$ cat src/rtl/id_hazard_ctrl.sv
// id_hazard_ctrl: ID-stage interlock controller.
// A two-slot scoreboard (EX, MEM) of in-flight register writers drives
// load-use / RAW stalls. Taken branches raise a multi-cycle fetch flush.
// Data-memory wait states freeze the whole interlock.
// All control outputs are combinational, so they reach the pipeline-register
// enables in the same cycle.
module id_hazard_ctrl #(
  parameter int FORWARDING   = 1,
  parameter int FLUSH_CYCLES = 2,
  parameter int CNT_W        = 16
) (
  input  logic             i_clk,
  input  logic             i_rst_n,
  input  logic             i_validID,
  input  logic [4:0]       i_rdReg1,
  input  logic [4:0]       i_rdReg2,
  input  logic [2:0]       i_ctrlMEM,
  input  logic [6:0]       i_ctrlWB,
  input  logic             i_brTaken,
  input  logic             i_memBusy,
  output logic             o_stallIF,
  output logic             o_stallID,
  output logic             o_stallEX,
  output logic             o_bubbleEX,
  output logic             o_flushIFID,
  output logic             o_flushIDEX,
  output logic [CNT_W-1:0] o_stallCnt
);

  typedef enum logic [0:0] {ST_RUN = 1'b0, ST_FLUSH = 1'b1} state_t;

  typedef struct packed {
    logic       valid;
    logic       reg_write;
    logic       mem_read;
    logic [4:0] rd;
  } slot_t;

  localparam slot_t      SLOT_EMPTY   = 8'h00;
  localparam bit         FWD_EN       = (FORWARDING != 32'sd0);
  localparam bit         FLUSH_MULTI  = (FLUSH_CYCLES > 32'sd1);
  localparam logic [3:0] FLUSH_RELOAD = 4'(FLUSH_CYCLES - 32'sd1);
  localparam logic [CNT_W-1:0] CNT_MAX = {CNT_W{1'b1}};

  // True when a live writer slot targets a nonzero source register of ID.
  function automatic logic slot_hits(input slot_t s, input logic [4:0] r1,
                                     input logic [4:0] r2);
    logic live;
    live = s.valid & s.reg_write & (s.rd != 5'd0);
    return live & (((r1 != 5'd0) & (r1 == s.rd)) | ((r2 != 5'd0) & (r2 == s.rd)));
  endfunction

  slot_t            ex_slot_r, mem_slot_r, id_slot_s;
  state_t           state_r, state_s;
  logic [3:0]       flush_cnt_r, flush_cnt_s;
  logic [CNT_W-1:0] stall_cnt_r;
  logic             live_r;
  logic             hazard_s, issue_s, slot_adv_s, fsm_adv_s;
  logic             stall_if_s, stall_id_s, stall_ex_s, bubble_s, flush_ifid_s, flush_idex_s;
  logic             unused_ctrl_s;

  // Branch, MemWrite and MemtoReg do not affect the interlock.
  assign unused_ctrl_s = ^{i_ctrlMEM[2], i_ctrlMEM[0], i_ctrlWB[5]};

  // Hazard detection against the EX slot (and MEM slot without forwarding).
  always_comb begin
    logic ex_hit, mem_hit;
    ex_hit  = slot_hits(ex_slot_r, i_rdReg1, i_rdReg2);
    mem_hit = slot_hits(mem_slot_r, i_rdReg1, i_rdReg2);
    if (FWD_EN) begin
      hazard_s = i_validID & ex_hit & ex_slot_r.mem_read;
    end else begin
      hazard_s = i_validID & (ex_hit | mem_hit);
    end
  end

  // Prioritised control outputs; forced quiet until one edge after reset release.
  always_comb begin
    stall_if_s   = 1'b0;
    stall_id_s   = 1'b0;
    stall_ex_s   = 1'b0;
    bubble_s     = 1'b0;
    flush_ifid_s = 1'b0;
    flush_idex_s = 1'b0;
    if (!live_r) begin
      stall_if_s = 1'b0;
    end else if (i_memBusy) begin
      stall_if_s = 1'b1;
      stall_id_s = 1'b1;
      stall_ex_s = 1'b1;
    end else if (i_brTaken) begin
      flush_ifid_s = 1'b1;
      flush_idex_s = 1'b1;
    end else if (state_r == ST_FLUSH) begin
      flush_ifid_s = 1'b1;
    end else if (hazard_s) begin
      stall_if_s = 1'b1;
      stall_id_s = 1'b1;
      bubble_s   = 1'b1;
    end else begin
      stall_if_s = 1'b0;
    end
  end

  // Issue decision and the slot image of the ID instruction.
  always_comb begin
    issue_s    = i_validID & ~hazard_s & ~flush_ifid_s & ~flush_idex_s;
    slot_adv_s = ~live_r | ~i_memBusy;
    fsm_adv_s  = live_r & ~i_memBusy;
    id_slot_s  = {1'b1, i_ctrlWB[6], i_ctrlMEM[1], i_ctrlWB[4:0]};
  end

  // Flush FSM next-state: load on a taken branch, count down, reload on a new branch.
  always_comb begin
    state_s     = state_r;
    flush_cnt_s = flush_cnt_r;
    case (state_r)
      ST_RUN: begin
        if (fsm_adv_s && i_brTaken && FLUSH_MULTI) begin
          state_s     = ST_FLUSH;
          flush_cnt_s = FLUSH_RELOAD;
        end else begin
          state_s = ST_RUN;
        end
      end
      ST_FLUSH: begin
        if (!fsm_adv_s) begin
          state_s = ST_FLUSH;
        end else if (i_brTaken) begin
          flush_cnt_s = FLUSH_RELOAD;
        end else if (flush_cnt_r <= 4'd1) begin
          state_s     = ST_RUN;
          flush_cnt_s = 4'd0;
        end else begin
          flush_cnt_s = flush_cnt_r - 4'd1;
        end
      end
      default: begin
        state_s     = ST_RUN;
        flush_cnt_s = 4'd0;
      end
    endcase
  end

  // Reset-release flag plus FSM state register.
  always_ff @(posedge i_clk or negedge i_rst_n) begin
    if (!i_rst_n) begin
      live_r      <= 1'b0;
      state_r     <= ST_RUN;
      flush_cnt_r <= 4'd0;
    end else begin
      live_r      <= 1'b1;
      state_r     <= state_s;
      flush_cnt_r <= flush_cnt_s;
    end
  end

  // Writer scoreboard: shift EX into MEM and capture the issued ID instruction.
  always_ff @(posedge i_clk or negedge i_rst_n) begin
    if (!i_rst_n) begin
      ex_slot_r  <= SLOT_EMPTY;
      mem_slot_r <= SLOT_EMPTY;
    end else if (slot_adv_s) begin
      mem_slot_r <= ex_slot_r;
      ex_slot_r  <= issue_s ? id_slot_s : SLOT_EMPTY;
    end else begin
      mem_slot_r <= mem_slot_r;
      ex_slot_r  <= ex_slot_r;
    end
  end

  // Saturating count of cycles in which fetch is held.
  always_ff @(posedge i_clk or negedge i_rst_n) begin
    if (!i_rst_n) begin
      stall_cnt_r <= {CNT_W{1'b0}};
    end else if (stall_if_s && (stall_cnt_r != CNT_MAX)) begin
      stall_cnt_r <= stall_cnt_r + CNT_W'(1);
    end else begin
      stall_cnt_r <= stall_cnt_r;
    end
  end

  assign o_stallIF   = stall_if_s;
  assign o_stallID   = stall_id_s;
  assign o_stallEX   = stall_ex_s;
  assign o_bubbleEX  = bubble_s;
  assign o_flushIFID = flush_ifid_s;
  assign o_flushIDEX = flush_idex_s;
  assign o_stallCnt  = stall_cnt_r;

endmodule

$ cat config.mk
export PLATFORM = sky130hd
export DESIGN_NAME = id_hazard_ctrl
export DESIGN_NICKNAME = d
export VERILOG_FILES = /design/src/rtl/id_hazard_ctrl.sv
export SDC_FILE = /design/constraint.sdc
export NUM_CORES = 1
export LEC_CHECK = 0
export ABC_CLOCK_PERIOD_IN_PS = 2150
export CAP_MARGIN = 5
export CORE_ASPECT_RATIO = 1.2
export CORE_UTILIZATION = 43
export CTS_BUF_LIST = sky130_fd_sc_hd__clkbuf_16
export CTS_CLUSTER_DIAMETER = 60
export DETAILED_ROUTE_END_ITERATION = 8
export PLACE_DENSITY = 0.76
export SYNTH_ARGS = -nofsm -noshare
export SYNTH_HDL_FRONTEND = slang
export SYNTH_SLANG_ARGS = --single-unit
$ cat constraint.sdc
create_clock -name i_clk -period 2.15 [get_ports i_clk]
set_clock_uncertainty 0.15 [all_clocks]
set_input_delay 0.43 -clock i_clk [delete_from_list [all_inputs] [get_ports i_clk]]
set_output_delay 0.43 -clock i_clk [all_outputs]
set_load 0.005 [all_outputs]
[Yosys cells after proc, flatten, opt, wreduce, memory -nomap -nowiden]
Cells that the tools add are included.
Storage, ports and cells
  bits in registers: 30
  bits of input ports: 25
  output and inout bits: 22
  word-level logic and storage cells: 68
Cells by class
  add/sub/neg operators: 2
  $lt $le $gt $ge: 1
  equality and inequality tests: 5
  multiplexer cells: 27
  bitwise logic cells: 19
  reductions and logical operators: 6
Operator list (number)
  two-way mux 1 bit: 20
  adder 16 x 1 -> 16 bit, second input constant: 1
  two-way mux 4 bit: 4
  != test 16 bit, second input constant: 1
  nonzero test 5 bit: 3
  bitwise AND 1 bit: 11
  equality test 5 bit: 2
  two-way mux 8 bit: 1
  one-hot mux 4 bit (2 select lines): 1
  NOT 1 bit: 6
  <= comparator 4 x 1 -> 1 bit, second input constant: 1
  subtractor 4 x 1 -> 4 bit, second input constant: 1
  logical AND 1 bit: 2
  != test 2 x 1 -> 1 bit, second input constant: 1
  != test 2 bit, second input constant: 1
  OR 1 bit: 2
  one-hot mux 1 bit (2 select lines): 1
  AND reduction 2 bit: 1

[Logic depth before layout (Yosys ltp)]
  word-level depth: 12
  gate-level depth with buffers: 7

[Worst setup path before layout]
Ideal clock, no wire load.
  path type: in2out
  start: input i_rdReg1[0]
  end: output o_stallIF
  arrival time: 1.793 ns
  setup slack: -0.223 ns
  cell stages on the path: 6
  path buffers: 2
  cells stage by stage: or4_1 > a21oi_2 > o22ai_2 > a41o_4 > buf_6 > buf_4
Between the ends
  longest elaborated chain between the ends: 11
Ends and longest elaborated chain
  start, declared: line 15  | input logic [4:0] i_rdReg1,
  equality test 5 bit / nonzero test 5 bit (equally long branches)
  bitwise AND 1 bit (*): line 50  | return live & (((r1 != 5'd0) & (r1 == s.rd)) | ((r2 != 5'd0) & (r2 == s.rd)));
  OR 1 bit (*): line 50
  bitwise AND 1 bit (*): line 50
  bitwise AND 1 bit (*) (2 in series): line 71  | hazard_s = i_validID & ex_hit & ex_slot_r.mem_read;
  two-way mux 1 bit (*) (5 in series)
  end, declared: line 21  | output logic o_stallIF,
Mark *: on every way between the ends. The rest lies on a longest branch, timed or not.

[Worst setup path after layout]
  start: input i_rdReg1[3]
  end: output o_stallID
Between the ends
  longest elaborated chain between the ends: 11
Ends and longest elaborated chain
  equality test 5 bit / nonzero test 5 bit (equally long branches)
  bitwise AND 1 bit (*): line 50
  OR 1 bit (*): line 50
  bitwise AND 1 bit (*): line 50
  bitwise AND 1 bit (*) (2 in series): line 71
  two-way mux 1 bit (*): line 96  | end else if (hazard_s) begin
  two-way mux 1 bit (*): line 94  | end else if (state_r == ST_FLUSH) begin
  two-way mux 1 bit (*): line 91  | end else if (i_brTaken) begin
  two-way mux 1 bit (*): line 87  | end else if (i_memBusy) begin
  two-way mux 1 bit (*): line 85  | if (!live_r) begin
  end, declared: line 22  | output logic o_stallID,
Marks and branches as above.

==> flow_metrics.tcl <==
set metrics [dict create \
    status "complete, but fails checks" \
    violations "setup timing" \
    grt_max_degree 31 \
    final_core_util_pct 70.9 \
    hp-class "register to register" \
    wirelength_mm 4.17 \
    cts_hold_buf 0 \
    antenna_found_initial 0 \
    critPathMaxFanout 4 \
    cts.sinks 30 \
    powerDensity_nw_per_um2 754 \
    numCtsBuffers 5 \
    fin_area_sq_um 2580 \
    overflow 0 \
    placed_area_sq_um 2310 \
    antenna_left 0 \
    critPathMostFrequentCell "buf_6" \
    cts.reportedPaths.clkPinSlew_ns 0.05 \
    p_int_uw 1390 \
    finalHoldViolCount 0 \
    synth_area_sq_um 1640 \
    critical_path_arrival_ns 1.77 \
    layout_setup_ws_ns -0.197 \
    period_minus_slack_ns 2.35 \
    pwr-share-seq_pct 39.3 \
    critical_path_class "input pin to primary output" \
    ys_seq_area_share_pct 45.8 \
    worstPathCellList "buf_6, or4_4, a21oi_4, o22ai_2, buf_4, a41o_4, buf_6" \
    peakVddDrop_mv 0.656 \
    min_period_over_period_pct 109 \
    start_kind "input pin" \
    cpMaxStageDelayCell "or4_4" \
    end_kind "primary output" \
    ys_ff_latch 30 \
    finalPower_uw 1940 \
    tns_ns -1.49 \
    finalMaxSlewViolations 0 \
    leakage_uw 0.00117 \
    grtUsageTotal_pct 22.5 \
    mostFrequentLayoutCell "buf_4" \
    via_per_inst 5.18 \
    dieArea_sq_um 4070 \
    p_sw_uw 551 \
    drtPass1Iterations 4 \
    root_buffer "clkbuf_16" \
    power.clock.fraction_pct 32.8 \
    syn_inst 152 \
    p_comb_share_pct 27.9 \
    synth_nets 180 \
    seq_area_sq_um 751 \
    wire_per_inst_microns 14.6 \
    holdWs_ns 0.338 \
    port_buffers 43 \
    drc 0 \
    gp_congestion 0.834 \
    cts_tree "yes" \
    die_w_microns 58.4 \
    max-clock-path-buffers 2 \
    rows 24 \
    start_util_pct 45.1 \
    core_sq_um 3630 \
    grt_pass1_wl_mm 6.91 \
    vias 1476 \
    layout_common_cells "32 x buf_4, 30 x dfrtp_1, 27 x clkdlybuf4s50_1" \
    first_global_vias 1543 \
    clk_latency_ns 0.27 \
    swShare_pct 28.4 \
    die_y_microns 69.7 \
    nets 261 \
    syn_area_per_cell_sq_um 10.8 \
    synth_cell_types 34 \
    n_antenna_cell 0 \
    first_iter_violations 40 \
    multi_input_area_sq_um 923 \
    cts_max_level 2 \
    slowest_delay_ns 0.54 \
    worstPathRequired_ns 1.57 \
    n_fill_cell 254 \
    area_growth_pct 57.1 \
    drive_gt1_share_pct 34.3 \
    rsz0062_at_grt "yes" \
    place.detailed.hpwl_mm 2.85 \
    setup_violations 15 \
    io_pins 47 \
    max-cap-violations 0 \
    max_freq_ghz 0.426 \
    synth_warnings 0 \
]
-- layout make-up --
| cell class | count | share of cell area [%] |
|---|---|---|
| tap | 52 | 2.53 |
| clock buffer | 5 | 4.86 |
| inverter | 3 | 0.437 |
| sequential | 30 | 29.1 |
| timing repair buffer | 78 | 26.9 |
| clock inverter | 2 | 0.291 |
| multi-input combinational | 115 | 35.8 |
-- critical path, delay by kind of cell --
kind,cells,cell delay (ns)
buffers and inverters,3,0.35
AOI/OAI and AO/OA,3,0.44
and+or+nand+nor,1,0.54
-- worst paths after layout --
path	cells past startpoint	from	slack [ns]	to
min	1	ex_slot_r[7]	0.34	ex_slot_r[7]
min reg2reg	1	ex_slot_r[7]	0.34	ex_slot_r[7]
min in group asynchronous	2	i_rst_n	0.39	o_stallCnt[13]
max in group asynchronous	2	i_rst_n	1.18	o_stallCnt[6]
max	7	i_rdReg1[3]	-0.20	o_stallID
max reg2reg	8	ex_slot_r[0]	0.02	o_stallCnt[1]
-- routing by layer --
| layer | part of all wire (%) | vias to the layer above | track usage [%] |
|---|---|---|---|
| met5 | 0 | - | 0 |
| li1 | - | 704 | - |
| met1 | 39 | 718 | 25.0 |
| met2 | 54 | 43 | 39.3 |
| met3 | 4.4 | 11 | 5.41 |
| met4 | 2.3 | 0 | 10.8 |
-- state kept, by name, summed over array words and instances, names as in the netlist --
signal,cells
flush_cnt_r,4
live_r,1
o_stallCnt,16
ex_slot_r,8
state_r,1
-- per-stage QoR --
step	setup WS (ns)	cells
final	-0.197	285
after CTS	-0.220	281
after detailed placement	-0.829	270
after global placement	-0.807	270
after global routing	-0.245	285
after floorplan	-0.164	152
-- cells in the mapped netlist --
cell type	count	area share [%]
a21oi_1	2	0.61
nor2b_1	1	0.38
a21o_1	1	0.46
inv_1	3	0.69
a21oi_2	2	1.1
buf_4	2	0.92
o22ai_2	1	0.76
nor2_1	10	2.3
conb_1	1	0.23
a41o_4	1	1.3
nand3_2	8	4.9
nand2_1	9	2.1
buf_6	1	0.69
nor3_1	4	1.2
nand4_2	1	0.76
dfrtp_1	30	46
or4_1	1	0.46
a21o_2	1	0.53
or4_4	1	0.69
and3_1	10	3.8
nand4_1	8	3.1
mux2_1	1	0.69
nand2b_1	1	0.38
xnor2_1	23	12
o41ai_1	1	0.53
nand3_1	5	1.5
and2_1	4	1.5
a2111oi_4	1	1.7
nand3b_1	1	0.46
a22o_1	7	3.7
ha_1	3	2.3
o21ai_0	5	1.5
clkbuf_1	1	0.23
and4_1	1	0.53
-- timing repair --
action | in CTS | in global routing
resized for setup | 55 | 16
buffers inserted | 4 | 4
setup endpoints to repair | 30 | 15
pin swaps | 8 | 4
-- power by group through the flow --
stage	combinational [uW]	clock, uW	sequential (uW)
after floorplan	219	0	746
after global placement	465	0	746
after detailed placement	481	0	754
after CTS	492	649	751
after global routing	597	672	776
final	542	638	763
-- kinds of logic (layout without fill, tap and decap cells) --
group	after synthesis	after routing	synth area share, %
AOI/OAI and AO/OA	22	22	12.2
xor gates and xnor gates	23	23	12.3
adders and majority gates	3	3	2.29
buffers and inverters	7	88	2.52
DFF	30	30	45.8
muxes	1	1	0.686
other	1	1	0.229
and+or+nand+nor	65	65	24.0
No activity file was read; power rests on OpenSTA's default activity.
==> patch 1: new RTL, same flow settings <==
`CNT_W`: 16 -> 32.
--- a/src/rtl/id_hazard_ctrl.sv
+++ b/src/rtl/id_hazard_ctrl.sv
@@ -7,7 +7,7 @@
 module id_hazard_ctrl #(
   parameter int FORWARDING   = 1,
   parameter int FLUSH_CYCLES = 2,
-  parameter int CNT_W        = 16
+  parameter int CNT_W        = 32
 ) (
   input  logic             i_clk,
   input  logic             i_rst_n,
Interface: changed (resized o_stallCnt); port bits go from 47 to 63. No check against the original RTL was run, so the function may have changed too.
==> patch 1 against the original RTL <==
The run still ends with negative setup slack left. Routed wire length increased by 44%. Combinational power up 11%. Hold slack better by 0.0011 ns. Clock power up 11%. Sequential cell count increased by 16. Power grew 21%. Critical path type is now primary input to flop. Design area increased by 43%. First-iteration DRC count rose by 30%. Fmax is 0.70% lower. Setup slack got worse by 0.017 ns. Area after synthesis grew 40%. Critical endpoint is now o_stallCnt[1]$_DFFE_PN0P_.
==> patch 1: results (changes against the original RTL) <==
yosys:
  synthDistinctLibCells: 37  # was 34
  synth.area.top_cells: "dfrtp_1, xnor2_1, nand4_1, a22o_1, and3_1"  # was dfrtp_1, xnor2_1, nand3_2, and3_1, a22o_1
  synthMuxAreaShare_pct: 0.490  # was 0.686%
  synth_fa_ha_area_share_pct: 1.63  # was 2.29%
  syn-num-nets: 244  # was 180
  synth_commonest_cells: "dfrtp_1, xnor2_1, nand4_1"  # was dfrtp_1, xnor2_1, and3_1, nor2_1, nand2_1
  async_flop_share_pct: 100  # unchanged
  synthXorXnorAreaFrac_pct: 14.9  # was 12.3%
  synth-compound-area-share_pct: 6.92  # was 12.2%
  ys.flop_type: "dfrtp_1"  # unchanged
  synth-seq-area-share_pct: 50.1  # was 45.8%
  synth_edf_count: 0  # unchanged
  yosysWarningCount: 0  # unchanged
sta:
  worst_pin_slew_ns: 0.514
  setup_viol: 34  # was 15
  fin_ws_ns: -0.214  # was -0.197 ns
grt:
  antenna_found_initial: 0  # unchanged
  grt_max_degree: 26  # was 31
  grt_pass1_vias: 2046  # was 1543
  grt_util_all_layers_pct: 22.1  # was 22.5%
  grt_pass1_wl_um: 9110  # was 6910 um
clock_network:
  cts_root_buf: "clkbuf_16"  # unchanged
  ctsLongestPathBuffers: 2  # unchanged
  clk_latency_ns: 0.28
  clk_pin_slew_ns: 0.06
  cts_buffers: 5  # unchanged
  cts-htree-levels: 2  # unchanged
cells_and_area:
  antenna_cells: 0  # unchanged
  layout.nets: 346  # was 261
  nFillCells: 352  # was 254
  largest_register_ffs: 32  # was 16
  drive_above_1_share_pct: 31.5  # was 34.3%
power_and_ir_drop:
  power.leakage_nw: 1.70  # was 1.17 nW
  irDropWorstVdd_mv: 0.572  # was 0.656 mV
worst_setup_path:
  cp_slowest_stage_delay_ns: 0.55
  crit_path_max_fanout: 7  # was 4
  cp_slowest_cell: "or4_4"  # unchanged
  cp_top_family: "compound AO/OA/AOI/OAI gates"  # was simple AND/OR/NAND/NOR gates
  worstPathArrival_ns: 2.38  # was 1.77 ns
place:
  dp_hpwl_um: 3930  # was 2850 um
  pre_cts_ws_ns: -0.784  # was -0.829 ns
  portBuffers: 59  # was 43
  routabilityCongestion: 0.748  # was 0.834
run_status:
  outcome: "finished, violations left"  # unchanged
  violations: "negative setup slack"  # unchanged
routing:
  drt_iter0_drc: 52  # was 40
  finalWirelength_um: 5990  # was 4170 um
  dr.pass1.iters: 4  # unchanged
  viasPerCell: 5.36  # was 5.18
worst_hold_path:
  hp-class: "flop to flop"  # unchanged
## patch 1: cell count changes after synthesis, sizes merged, moves of 5 or more
cell   change
nand4     +11
xnor2     +14
dfrtp     +16
nand2      +5
## patch 1: cells by family after synthesis
| logic type | Yosys count |
|---|---|
| xor+xnor | 39 |
| flops | 46 |
| buf+inv | 13 |
| compound gates | 23 |
| simple gates | 90 |
| mux | 1 |
| other cells | 1 |
| fa+ha+maj | 3 |
## patch 1: area by class of cell
class,instances,area [um^2],share of cell area [%]
well taps,60,75.1,2.04
inverters,5,18.8,0.511
clock inverters,1,3.75,0.102
flip-flops and latches,46,1150,31.4
repair buffers,103,986,26.8
clock buffers,5,125,3.41
multi-input cells,157,1310,35.7
## patch 1: layer usage
metal,vias to the layer above,global-route usage [%],part of all wire [%]
met3,7,6.25,6.0
met5,-,0,0
met1,997,24.6,41
li1,962,-,-
met4,0,7.14,1.2
met2,54,39.9,51
## patch 1: stage by stage
step	cell area [um^2]	power, W	hold slack (ns)	cells	setup TNS, ns
floorplan	2310	0.00129	-0.0156	216	-0.668
global placement	3180	0.00157	0.279	359	-21.50
detailed placement	3180	0.00159	0.279	359	-23.64
CTS	3460	0.00233	0.338	375	-2.14
global route	3670	0.00247	0.354	377	-4.98
finish	3670	0.00235	0.339	377	-3.52
## patch 1: report_power, final
group | leakage, nW | total (W) | internal, W | switching [W]
Clock | 0.0632 | 0.000705 | 0.000413 | 0.000292
Combinational | 1.03 | 0.000601 | 0.000347 | 0.000254
Sequential | 0.614 | 0.00104 | 0.000952 | 0.0000919
Total | 1.70 | 0.00235 | 0.00171 | 0.000638
## patch 1: worst register-to-register path: stages (launching register included)
cell       delay, ns
dfrtp_2         0.45
xnor2_1         0.15
nand4_1         0.14
o22ai_2         0.19
a41o_1          0.24
buf_6           0.12
buf_6           0.09
o21a_4          0.20
clkbuf_16       0.19
nand4_1         0.10
xnor2_1         0.15
## patch 1: final timing paths
kind	start	end	slack, ns	cells after the start
min reg2reg	o_stallCnt[31]$_DFFE_PN0P_	o_stallCnt[31]$_DFFE_PN0P_	0.34	1
min in group asynchronous	i_rst_n	ex_slot_r[2]$_DFFE_PN0N_	0.51	2
max reg2reg	ex_slot_r[1]$_DFFE_PN0N_	o_stallCnt[27]$_DFFE_PN0P_	-0.14	10
min	o_stallCnt[31]$_DFFE_PN0P_	o_stallCnt[31]$_DFFE_PN0P_	0.34	1
max	i_rdReg2[1]	o_stallCnt[1]$_DFFE_PN0P_	-0.21	10
max in group asynchronous	i_rst_n	flush_cnt_r[2]$_DFFE_PN0P_	0.83	3
## patch 1: what timing repair did
action	in CTS	in global routing
resized for setup	72	32
buffers inserted	8	1
hold buffers	1	0
hold endpoints to repair	21	0
endpoints found under the setup margin	46	43
cloned	1	1
pin swaps	28	27
==> patch 2: new RTL, same flow settings <==
Without the edit above. Reset style: synchronous (`i_rst_n`), changed in 3 clocked blocks.
--- a/src/rtl/id_hazard_ctrl.sv
+++ b/src/rtl/id_hazard_ctrl.sv
@@ -143,7 +143,7 @@
   end
 
   // Reset-release flag plus FSM state register.
-  always_ff @(posedge i_clk or negedge i_rst_n) begin
+  always_ff @(posedge i_clk) begin
     if (!i_rst_n) begin
       live_r      <= 1'b0;
       state_r     <= ST_RUN;
@@ -156,7 +156,7 @@
   end
 
   // Writer scoreboard: shift EX into MEM and capture the issued ID instruction.
-  always_ff @(posedge i_clk or negedge i_rst_n) begin
+  always_ff @(posedge i_clk) begin
     if (!i_rst_n) begin
       ex_slot_r  <= SLOT_EMPTY;
       mem_slot_r <= SLOT_EMPTY;
@@ -170,7 +170,7 @@
   end
 
   // Saturating count of cycles in which fetch is held.
-  always_ff @(posedge i_clk or negedge i_rst_n) begin
+  always_ff @(posedge i_clk) begin
     if (!i_rst_n) begin
       stall_cnt_r <= {CNT_W{1'b0}};
     end else if (stall_if_s && (stall_cnt_r != CNT_MAX)) begin
Behaviour: differs if i_rst_n is asserted again (counterexample within 4 cycles, from zero or initial values and one cycle with i_rst_n low); with i_rst_n held inactive, the same outputs for 10 cycles.
==> patch 2 against the original RTL <==
Non-clock buffer count down 1. Area after synthesis grew 0.15%. Via count is 16% higher. First-iteration DRC count grew 48%. Routed wire length rose by 5.1%. The flow still finishes with violations (negative setup slack). Sequential share of layout area decreased by 5.7 points. Critical path depth is the same. Design area down 0.34%. Setup slack worse by 0.029 ns. Sequential cell count is the same. Global-route usage up 0.34 points.
Power is not compared: it rests on default switching activity, and its combinational part moved more than twofold at a synthesized area within 25%.
==> patch 2: results (changes against the original RTL) <==
run_status:
  outcome: "finished, violations left"  # unchanged
  violations: "negative setup slack"  # unchanged
yosys:
  async_flop_share_pct: 0  # was 100%
  syn-num-nets: 222  # was 180
  synthDistinctLibCells: 42  # was 34
  syn_inst: 194  # was 152
  yosysWarningCount: 0  # unchanged
  ys.flop_type: "dfxtp_1"  # was dfrtp_1
  synth-seq-area-share_pct: 36.6  # was 45.8%
  synth_edf_count: 0  # unchanged
  synth.area.top_cells: "dfxtp_1, a21oi_1, nor2_1, xnor2_1, or4_1"  # was dfrtp_1, xnor2_1, nand3_2, and3_1, a22o_1
  synth_commonest_cells: "dfxtp_1, nor2_1, a21oi_1"  # was dfrtp_1, xnor2_1, and3_1, nor2_1, nand2_1
cells_and_area:
  nFillCells: 292  # was 254
  antenna_cells: 0  # unchanged
  finalNonFillerCells: 320  # was 285
  drive_above_1_share_pct: 27.6  # was 34.3%
  synthToLayoutAreaGrowth_pct: 56.3  # was 57.1%
  layout.nets: 297  # was 261
sta:
  final.setup.tns_ns: -1.47  # was -1.49 ns
  maxSlewHeadroom_pct: 73.6
  setup_viol: 10  # was 15
  fin_ws_ns: -0.226  # was -0.197 ns
  holdWs_ns: 0.337  # was 0.338 ns
power_and_ir_drop:
  irDropWorstVdd_mv: 0.304
  power.leakage_nw: 0.947
worst_hold_path:
  min_path_cells: 2  # was 1
  min_from: "o_stallCnt[5]$_SDFFE_PN0P_"  # was ex_slot_r[7]$_DFFE_PN0N_
  hold_end: "o_stallCnt[5]$_SDFFE_PN0P_"  # was ex_slot_r[7]$_DFFE_PN0N_
  hp-class: "flop to flop"  # unchanged
place:
  pre_cts_ws_ns: -0.838  # was -0.829 ns
  portBuffers: 43  # unchanged
  dp_hpwl_um: 3010  # was 2850 um
  place_inst: 312  # was 270
  routabilityCongestion: 0.797  # was 0.834
clock_network:
  cts_buffers: 5  # unchanged
  postCtsHoldBufs: 0  # unchanged
  clk_pin_slew_ns: 0.05  # about the same
routing:
  finalWirelength_um: 4380  # was 4170 um
  drt_iter0_drc: 59  # was 40
  dr.pass1.iters: 4  # unchanged
  route.vias.total: 1714  # was 1476
grt:
  grt_max_degree: 22  # was 31
  grt_util_all_layers_pct: 22.9  # was 22.5%
  grt_pass1_wl_um: 7260  # was 6910 um
  antenna_found_initial: 0  # unchanged
  grt_pass1_vias: 1615  # was 1543
worst_setup_path:
  cp.required_ns: 1.57  # about the same
  r2r_slack_ns: -0.07  # was 0.02 ns
  r2r-end: "o_stallCnt[6]$_SDFFE_PN0P_"  # was o_stallCnt[1]$_DFFE_PN0P_
  timing.rr.start: "ex_slot_r[0]$_SDFFE_PN0N_"  # was ex_slot_r[0]$_DFFE_PN0N_
  r2r_cells: 7  # was 8
  crit_path_max_fanout: 3  # was 4
-- patch 2: worst max path at each step --
stage,startpoint,end,slack (ns),depth (start not counted)
global route,i_rdReg2[2],o_stallID,-0.27,7
floorplan,i_rdReg1[0],o_stallIF,-0.16,7
CTS,i_rdReg2[2],o_stallIF,-0.26,7
detailed placement,i_rdReg2[0],o_stallIF,-0.84,7
global placement,i_rdReg2[0],o_stallIF,-0.83,7
finish,i_rdReg2[2],o_stallIF,-0.23,7
-- patch 2: what timing repair did --
item | CTS | global route
gates resized for setup | 65 | 4
endpoints found under the setup margin | 30 | 26
buffers inserted | 4 | 0
pin swaps | 14 | 10
-- patch 2: power breakdown --
part / internal (W) / switching [W] / leakage (nW)
registers: 0.000570 / 0.0000123 / 0.244
logic: 0.000114 / 0.0000860 / 0.640
clock network: 0.000409 / 0.000221 / 0.0632
total: 0.00109 / 0.000319 / 0.947
-- patch 2: cell families (layout without fill, tap and decap cells) --
family	count (synthesis)	after routing	share of synthesized area [%]
and+or+nand+nor	87	87	29.4
AOI/OAI and AO/OA	45	45	19.2
DFF	30	30	36.6
buffers and inverters	16	90	5.25
xor gates and xnor gates	8	8	4.27
muxes	5	5	3.05
adders and majority gates	3	3	2.29
-- patch 2: area by class of cell --
class	instances	area share [%]
Multi-Input combinational cell	148	41.0
Clock buffer	5	4.87
Inverter	7	1.56
Tap cell	52	2.53
Timing Repair Buffer	77	26.5
Sequential cell	30	23.4
Clock inverter	1	0.146
-- patch 2: critical path, cell delays in order --
cell	delay (ns)
buf_6	0.09
or4_4	0.53
a21oi_2	0.14
o22ai_2	0.12
a41oi_2	0.16
bufinv_8	0.22
buf_6	0.10
-- patch 2: layer usage --
| layer | GRT usage (%) | vias up | share of wire (%) |
|---|---|---|---|
| met5 | 0 | - | 0 |
| met4 | 8.73 | 0 | 1.7 |
| met3 | 5.22 | 9 | 6.1 |
| met2 | 40.4 | 52 | 51 |
| met1 | 26.1 | 786 | 41 |
| li1 | - | 867 | - |
-- patch 2: metrics by stage --
step	util [%]	instance area (um^2)
floorplan	-	1660
global placement	64.3	2330
detailed placement	64.3	2330
CTS	70.1	2550
global route	70.7	2570
finish	70.7	2570
